[config.mk]
export PLATFORM = sky130hd
export DESIGN_NAME = icache_direct_mapped
export DESIGN_NICKNAME = d
export VERILOG_FILES = /design/src/rtl/icache_direct_mapped.sv
export SDC_FILE = /design/constraint.sdc
export NUM_CORES = 1
export LEC_CHECK = 0
export BUFFER_PORTS_ARGS = -buffer_cell sky130_fd_sc_hd__buf_4
export CAP_MARGIN = 25
export CORE_ASPECT_RATIO = 1.5
export CORE_MARGIN = 4
export CORE_UTILIZATION = 60
export CTS_BUF_LIST = sky130_fd_sc_hd__clkbuf_16
export DETAILED_ROUTE_END_ITERATION = 10
export GPL_TIMING_DRIVEN = 0
export PLACE_DENSITY = 0.78
export SYNTH_ARGS = -nofsm -noshare
export SYNTH_HDL_FRONTEND = slang
export SYNTH_SLANG_ARGS = --single-unit
[constraint.sdc]
create_clock -name CLK -period 25.6 [get_ports CLK]
set_input_delay 1.28 -clock CLK [delete_from_list [all_inputs] [get_ports CLK]]
set_output_delay 1.28 -clock CLK [all_outputs]
set_load 0.02 [all_outputs]
[src/rtl/icache_direct_mapped.sv]
// Direct-mapped, read-only instruction cache: combinational hit path, three-state refill FSM
// fetching one 128-bit block per miss from instruction memory.
module icache_direct_mapped #(
    parameter int INDEX_BITS = 3,
    parameter int TAG_BITS   = 3,
    parameter int BLOCK_BITS = 128
) (
    input  logic                           CLK,
    input  logic                           RESET,
    input  logic [31:0]                    ADDRESS,
    output logic [31:0]                    INSTRUCTION,
    output logic                           BUSYWAIT,
    output logic                           MEM_READ,
    output logic [TAG_BITS+INDEX_BITS-1:0] MEM_ADDRESS,
    input  logic [BLOCK_BITS-1:0]          MEM_READDATA,
    input  logic                           MEM_BUSYWAIT
);

    localparam int LINES         = 1 << INDEX_BITS;
    localparam int BLK_ADDR_BITS = TAG_BITS + INDEX_BITS;

    typedef enum logic [1:0] {
        IDLE      = 2'd0,
        MEM_FETCH = 2'd1,
        UPDATE    = 2'd2
    } state_t;

    state_t                   state_q, state_d;
    logic [LINES-1:0]         valid_q, valid_d;
    logic [TAG_BITS-1:0]      tag_q  [LINES];
    logic [TAG_BITS-1:0]      tag_d  [LINES];
    logic [BLOCK_BITS-1:0]    data_q [LINES];
    logic [BLOCK_BITS-1:0]    data_d [LINES];
    logic [BLK_ADDR_BITS-1:0] fill_addr_q, fill_addr_d;
    logic [BLOCK_BITS-1:0]    fill_data_q, fill_data_d;

    logic [1:0]               addr_word;
    logic [INDEX_BITS-1:0]    addr_index;
    logic [TAG_BITS-1:0]      addr_tag;
    logic [INDEX_BITS-1:0]    fill_index;
    logic [TAG_BITS-1:0]      fill_tag;
    logic                     hit;
    logic                     unused_addr;

    assign addr_word   = ADDRESS[3:2];
    assign addr_index  = ADDRESS[INDEX_BITS+3:4];
    assign addr_tag    = ADDRESS[BLK_ADDR_BITS+3:INDEX_BITS+4];
    assign unused_addr = ^{ADDRESS[31:BLK_ADDR_BITS+4], ADDRESS[1:0]};

    assign fill_index = fill_addr_q[INDEX_BITS-1:0];
    assign fill_tag   = fill_addr_q[BLK_ADDR_BITS-1:INDEX_BITS];

    assign hit         = valid_q[addr_index] && (tag_q[addr_index] == addr_tag);
    assign INSTRUCTION = data_q[addr_index][{addr_word, 5'd0} +: 32];
    assign BUSYWAIT    = (state_q != IDLE) || !hit;

    // The request address is the registered fill address, so it stays put for the whole fetch.
    assign MEM_READ    = (state_q == MEM_FETCH);
    assign MEM_ADDRESS = fill_addr_q;

    always_comb begin
        state_d     = state_q;
        valid_d     = valid_q;
        tag_d       = tag_q;
        data_d      = data_q;
        fill_addr_d = fill_addr_q;
        fill_data_d = fill_data_q;
        case (state_q)
            IDLE: begin
                if (!hit) begin
                    state_d     = MEM_FETCH;
                    fill_addr_d = {addr_tag, addr_index};
                end
            end
            MEM_FETCH: begin
                if (!MEM_BUSYWAIT) begin
                    state_d     = UPDATE;
                    fill_data_d = MEM_READDATA;
                end
            end
            UPDATE: begin
                // Install from the captured copy; memory data is no longer guaranteed here.
                data_d[fill_index]  = fill_data_q;
                tag_d[fill_index]   = fill_tag;
                valid_d[fill_index] = 1'b1;
                state_d             = IDLE;
            end
            default: state_d = IDLE;
        endcase
    end

    always_ff @(posedge CLK or posedge RESET) begin
        if (RESET) begin
            state_q     <= IDLE;
            valid_q     <= '0;
            fill_addr_q <= '0;
        end else begin
            state_q     <= state_d;
            valid_q     <= valid_d;
            fill_addr_q <= fill_addr_d;
        end
    end

    always_ff @(posedge CLK) begin
        tag_q       <= tag_d;
        data_q      <= data_d;
        fill_data_q <= fill_data_d;
    end

endmodule

==> flow_summary.toml, run 1 <==
[sta]
slew-limit-headroom = 0.2813
slew_violations = 0
final.setup.tns_ns = 0
worst_pin_slew_ns = 1.069
post-route-period-util = 0.2371
rsz0062_at_grt = "no"
max_freq_mhz = 164.8
finalHoldViolCount = 0
setup_viol = 0
finalWorstPathRequiredPeriod_ns = 6.069
finClkSkew_ns = 0.03157

[synth]
yosysWarningCount = 0
synthArstFlopShare = 0.01342
ys_seq_area_frac = 0.8071
synth_top_area_share = 0.7981
yosysTopAreaCell = "edfxtp_1"
ys_seq_elements = 1192
synth_area_leaders = "edfxtp_1, mux4_2, mux2_2"
synth.top_cells.by_count = "edfxtp_1, mux4_2, mux2_2, clkbuf_1, buf_4"
syn_area_sq_mm = 0.04425
synth_cell_types = 28
synthFlopType = "edfxtp_1"
syn_avg_cell_area_sq_um = 26.26
synth.most_common_cell = "edfxtp_1"
synth-edff-count = 1176
synth_nets = 1848
netlist_instances = 1685

[finish]
final_nets = 2254
seq_area_sq_mm = 0.03571
stdcell_area_sq_mm = 0.05173
post-route-util = 0.7103
synthToLayoutAreaGrowth_pct = 16.91
multi_input_area_sq_mm = 0.008142
layout.cells.non_filler = 3158
drive_gt1_frac = 0.3970
fillers = 3997
antenna_cells = 0

[setup_path]
r2r_end = "data_q[711]"
worstSetupPathType = "input pin to output pin"
worstSetupStartpoint = "ADDRESS[5]"
r2r_cells = 9
cp_data_arrival_time_ns = 4.79
r2r-start = "state_q[1]"
ff2ff_setup_slack_ns = 22.39
cp.required_ns = 24.32
startpoint_type = "input pin"
path_max_fanout = 10
crit_path_end = "INSTRUCTION[17]"
cp-end-kind = "output pin"

[global_routing]
grt.overflow.total = 0
grt_use_total = 0.2754
grt_pass1_wl_mm = 153.7
antenna_found_initial = 0
grt_max_degree = 26
grt_pass1_vias = 21950

[place]
dp_hpwl_mm = 67.12
portBuffers = 175
gp_congestion = 0.7487
place_inst = 2967
placed_cell_area_sq_mm = 0.04837

[clocking]
cts.sinks = 1192
hold_buffers = 0
post_cts_buffers = 0
path_clk_slew_ns = 0.06
cts_buffers = 104
htreeDepth = 3
postCtsResizedCells = 0
cts_buffer_depth = 3
cts-root-buf = "clkbuf_16"
clk_latency_ns = 0.69
cts_tree = "yes"

[flow_run]
cap_viol_max_count = 0

[routing]
drt_iter0_markers = 2626
wirelength_mm = 105.3
avgRoutedWirePerCell_um = 33.35
drcViolationCount = 0
vias_per_cell = 6.537
drt_first_pass_iters = 6
ant_nets = 0
vias = 20640

[min_path]
min_path_type = "register to register"

[floorplanning]
io_pins = 203
die_y_um = 340.6
core_sq_mm = 0.07282
die_w_um = 229.7
num_rows = 121
initial_core_util = 0.6076
die_area_sq_mm = 0.07824

[pwr]
leakagePower_nw = 16.79
pwr_density_cell_mw_per_mm2 = 82.64
power_mw = 4.275
peakVddDrop_mv = 0.06870

[outcome]
status = "finished clean"
cell families after synthesis:
family,synth area share
and+or+nand+nor,0.004044
xor gates and xnor gates,0.0003960
AOI/OAI and AO/OA,0.001103
DFF,0.8071
buffers and inverters,0.01007
muxes,0.1772
area by class of cell:
type                            instances  share of cell area
Tap cell                              984             0.02380
Buffer                                 79            0.008466
Sequential cell                      1192              0.6904
Inverter                                2           0.0001451
Timing Repair Buffer                  300             0.05544
Multi-Input combinational cell        412              0.1574
Clock buffer                          106             0.05128
Clock inverter                         83             0.01306
per-stage QoR:
step | hold slack, ns | setup slack (ns)
global placement | 0.4453 | -1.844
floorplan | 0.4337 | 11.35
global route | 0.4933 | 19.53
CTS | 0.4648 | 19.53
detailed placement | 0.4501 | 19.59
finish | 0.4624 | 19.53
per-layer routing:
metal	GRT usage	share of wire
met3	0.05519	0.093
met4	0.1285	0.050
met5	0	0
met2	0.4532	0.51
met1	0.3622	0.34
sequential cells by signal, indices dropped and copies added (netlist names):
register / cells
valid_q: 8
data_q: 1024
state_q: 2
fill_data_q: 128
MEM_ADDRESS: 6
tag_q: 24
power by group:
group	leakage, nW	switching (mW)	internal, mW	total (mW)
combinational	4.25	0.198	0.157	0.355
clock	1.72	0.681	0.860	1.54
sequential	10.8	0.0800	2.30	2.38
worst max-delay path, cell delays in order:
cell,delay (ns)
buf_4,0.09
buf_2,0.29
clkbuf_1,0.72
clkbuf_1,0.83
mux4_2,0.43
mux4_2,0.58
mux2_2,0.37
buf_4,0.18
placed cells by master, fill, tap and decap left out, types with 8 or more instances in the layout:
| cell type | count |
|---|---|
| buf_6 | 73 |
| bufinv_16 | 11 |
| buf_1 | 13 |
| clkinv_2 | 18 |
| or2_2 | 8 |
| mux4_2 | 326 |
| buf_8 | 13 |
| mux2_2 | 40 |
| dfrtp_1 | 16 |
| inv_1 | 25 |
| clkinv_1 | 24 |
| buf_4 | 224 |
| buf_12 | 12 |
| clkbuf_1 | 30 |
| clkbuf_16 | 106 |
| buf_2 | 8 |
| edfxtp_1 | 1176 |
worst min-delay path by stage:
stage,start,endpoint,slack (ns),cells after the start
finish,valid_q[1],valid_q[1],0.46,1
global route,valid_q[4],valid_q[4],0.49,1
floorplan,valid_q[2],valid_q[2],0.43,1
global placement,valid_q[2],valid_q[2],0.45,1
CTS,valid_q[1],valid_q[1],0.46,1
detailed placement,valid_q[1],valid_q[1],0.45,1
(Power assumes the default switching activity.)
==> run 2: changes to the inputs <==
Settings changed: ABC_AREA from default to 1.
Clock period 25.6 ns to 6.1 ns, I/O delays scaled along.
==> run 2 against run 1 <==
- sequential cell count is the same
- largest cell class unchanged
- wire length grew 26%
- setup slack worse by 17 ns
- die area rose by 3.1%
- first-iteration DRC count increased by 68%
- critical path depth increased by 1
- sequential power increased to 4.4 times the previous value
- critical endpoint is now INSTRUCTION[19]
- largest power group unchanged
- synthesized cell count up 87%
- clock power rose to 4.2 times the previous value
- hold slack got worse by 0.21 ns
- non-clock buffer count grew 205
- sequential share of layout area down 3.0 points
==> flow_summary.toml, run 2 <==
[setup_path]
slowest_stage = "clkbuf_1"
startpoint_type = "input pin"
cp_data_arrival_time_ns = 3.07
path_max_fanout = 10
crit_chain = "buf_2 > clkbuf_1 > clkbuf_1 > o221ai_1 > nand3_1 > nand2_1 > nand2_1 > nand2_1 > buf_4"
cp-end-kind = "output pin"
r2r-start = "state_q[1]"
worstSetupStartpoint = "ADDRESS[6]"
critPathMaxStageDelay_ns = 0.80
cp.required_ns = 5.79
worstSetupPathType = "input pin to output pin"
cpMostUsedCell = "nand2_1"

[place]
dp_hpwl_mm = 88.12
portBuffers = 175
gp_congestion = 0.9317

[pwr]
peakVddDrop_mv = 0.3124
pwr_density_cell_mw_per_mm2 = 345.9
leakagePower_nw = 18.06

[routing]
drcViolationCount = 0
vias_per_cell = 6.529
ant_nets = 0
avgRoutedWirePerCell_um = 28.23
drt_iter0_markers = 4418
wirelength_mm = 132.8
vias = 30730
drt_first_pass_iters = 6

[sta]
rsz0062_at_grt = "no"
finalHoldViolCount = 0
whs_ns = 0.2497
slew_violations = 0
finalWorstPathRequiredPeriod_ns = 3.371
slew-limit-headroom = 0.2564
final.setup.tns_ns = 0
setup_viol = 0
worst_pin_slew_ns = 1.115
finClkSkew_ns = 0.02693
post-route-period-util = 0.5526
max_freq_mhz = 296.7

[floorplanning]
num_rows = 123
die_y_um = 345.8
io_pins = 203
core_sq_mm = 0.07526
die_w_um = 233.2
initial_core_util = 0.6065
die_area_sq_mm = 0.08063

[flow_run]
cap_viol_max_count = 0

[global_routing]
grt_pass1_wl_mm = 191.2
grt_pass1_vias = 30550
antenna_found_initial = 1
grt_max_degree = 30
grt.overflow.total = 0
grt_use_total = 0.3239

[synth]
synthArstFlopShare = 0.01342
synth_nets = 3316
syn_area_sq_mm = 0.04564
synth.top_cells.by_count = "edfxtp_1, nor2_1, o21ai_0, o221ai_1, nand3_1"
synth.most_common_cell = "edfxtp_1"
yosysWarningCount = 0
syn_avg_cell_area_sq_um = 14.48
synth-edff-count = 1176
ys_seq_area_frac = 0.7825
yosysTopAreaCell = "edfxtp_1"
synthFlopType = "edfxtp_1"
ys_seq_elements = 1192
netlist_instances = 3153
synth_cell_types = 31
synth_top_area_share = 0.7737
synth_area_leaders = "edfxtp_1, o21ai_0, nor2_1"

[clocking]
htreeDepth = 3
cts-root-buf = "clkbuf_16"
cts.sinks = 1192
postCtsResizedCells = 0
cts_tree = "yes"
cts_buffers = 105
post_cts_buffers = 0
clk_latency_ns = 0.69
path_clk_slew_ns = 0.07
cts_buffer_depth = 3

[finish]
reg_top3 = "data_q (1024), fill_data_q (128), tag_q (24)"
largest_reg_flops = 1024
top_register = "data_q"
final_nets = 3783
synthToLayoutAreaGrowth_pct = 18.42
drive_gt1_frac = 0.1422
layout_common_cells = "edfxtp_1, nor2_1, o21ai_0"
final_common_cell = "edfxtp_1"
fillers = 4617

[outcome]
status = "finished clean"

[min_path]
min_path_type = "input pin to asynchronous set/reset pin"
==> run 2: changes by cell type in the layout (fill, tap and decap cells not counted), sizes merged, moves of 69 or more <==
cell / delta
nor2: +536
dlygate4sd3: +133
o21ai: +554
mux4: -326
clkbuf: +69
nand3: +150
o221ai: +203
nand2: +147
==> run 2: final timing paths <==
kind                                    to  slack (ns)  cells past startpoint
max                        INSTRUCTION[19]        2.73                      9
min                             valid_q[3]        0.25                      3
max reg2reg                    data_q[853]        3.10                      8
min reg2reg                     valid_q[4]        0.48                      1
max in group asynchronous       valid_q[4]        5.47                      3
min in group CLK            MEM_ADDRESS[1]        0.32                      4
==> run 2: critical path: cells and delay by family <==
family,cells,cell delay (ns)
simple gates,4,0.62
buf+inv,4,1.78
compound gates,1,0.34
==> run 2: logic make-up (layout without fill, tap and decap cells) <==
kind of cell / count (synthesis) / after routing / synth area share
AOI/OAI and AO/OA: 828 / 828 / 0.1091
DFF: 1192 / 1192 / 0.7825
other: 0 / 1 / 0
buffers and inverters: 267 / 819 / 0.03065
and+or+nand+nor: 866 / 866 / 0.07769
==> run 2: layer usage <==
metal / up-vias / GRT usage / wire, um
li1: 12900 / - / -
met1: 14810 / 0.3825 / 42120
met2: 2457 / 0.5395 / 65320
met3: 560 / 0.05916 / 14520
met4: 0 / 0.2186 / 10880
met5: - / 0 / 0
==> run 2: report_power, final <==
group	switching [mW]	leakage (nW)	internal, mW	total, mW
sequential	0.447	10.8	9.91	10.4
combinational	1.25	5.55	0.613	1.86
clock	2.91	1.69	3.57	6.48
total	4.61	18.1	14.1	18.7
==> run 2: layout make-up <==
| cell class | count | area [sq um] | area share |
|---|---|---|---|
| Sequential cell | 1192 | 35710 | 0.6608 |
| Inverter | 43 | 163.9 | 0.003033 |
| Antenna cell | 1 | 2.502 | 0.00004630 |
| Tap cell | 1000 | 1251 | 0.02315 |
| Buffer | 224 | 1235 | 0.02285 |
| Clock inverter | 83 | 608.1 | 0.01125 |
| Clock buffer | 109 | 2728 | 0.05047 |
| Multi-Input combinational cell | 1694 | 8598 | 0.1591 |
| Timing Repair Buffer | 360 | 3745 | 0.06929 |
==> run 2: timing repair <==
action | CTS | global route
hold buffers | 133 | 0
endpoints found under the setup margin | 0 | 0
hold endpoints to repair | 153 | 0
==> run 2: through the flow <==
step | cell area, sq um | cells | setup WS (ns) | power, mW | util
floorplan | 45650 | 3153 | -0.7330 | 11.30 | -
global placement | 48210 | 4328 | -6.232 | 12.20 | 0.6406
detailed placement | 49380 | 4380 | 2.859 | 12.26 | 0.6561
CTS | 54040 | 4705 | 2.859 | 18.65 | 0.7181
global route | 54050 | 4706 | 2.759 | 19.17 | 0.7182
finish | 54050 | 4706 | 2.729 | 18.70 | 0.7182
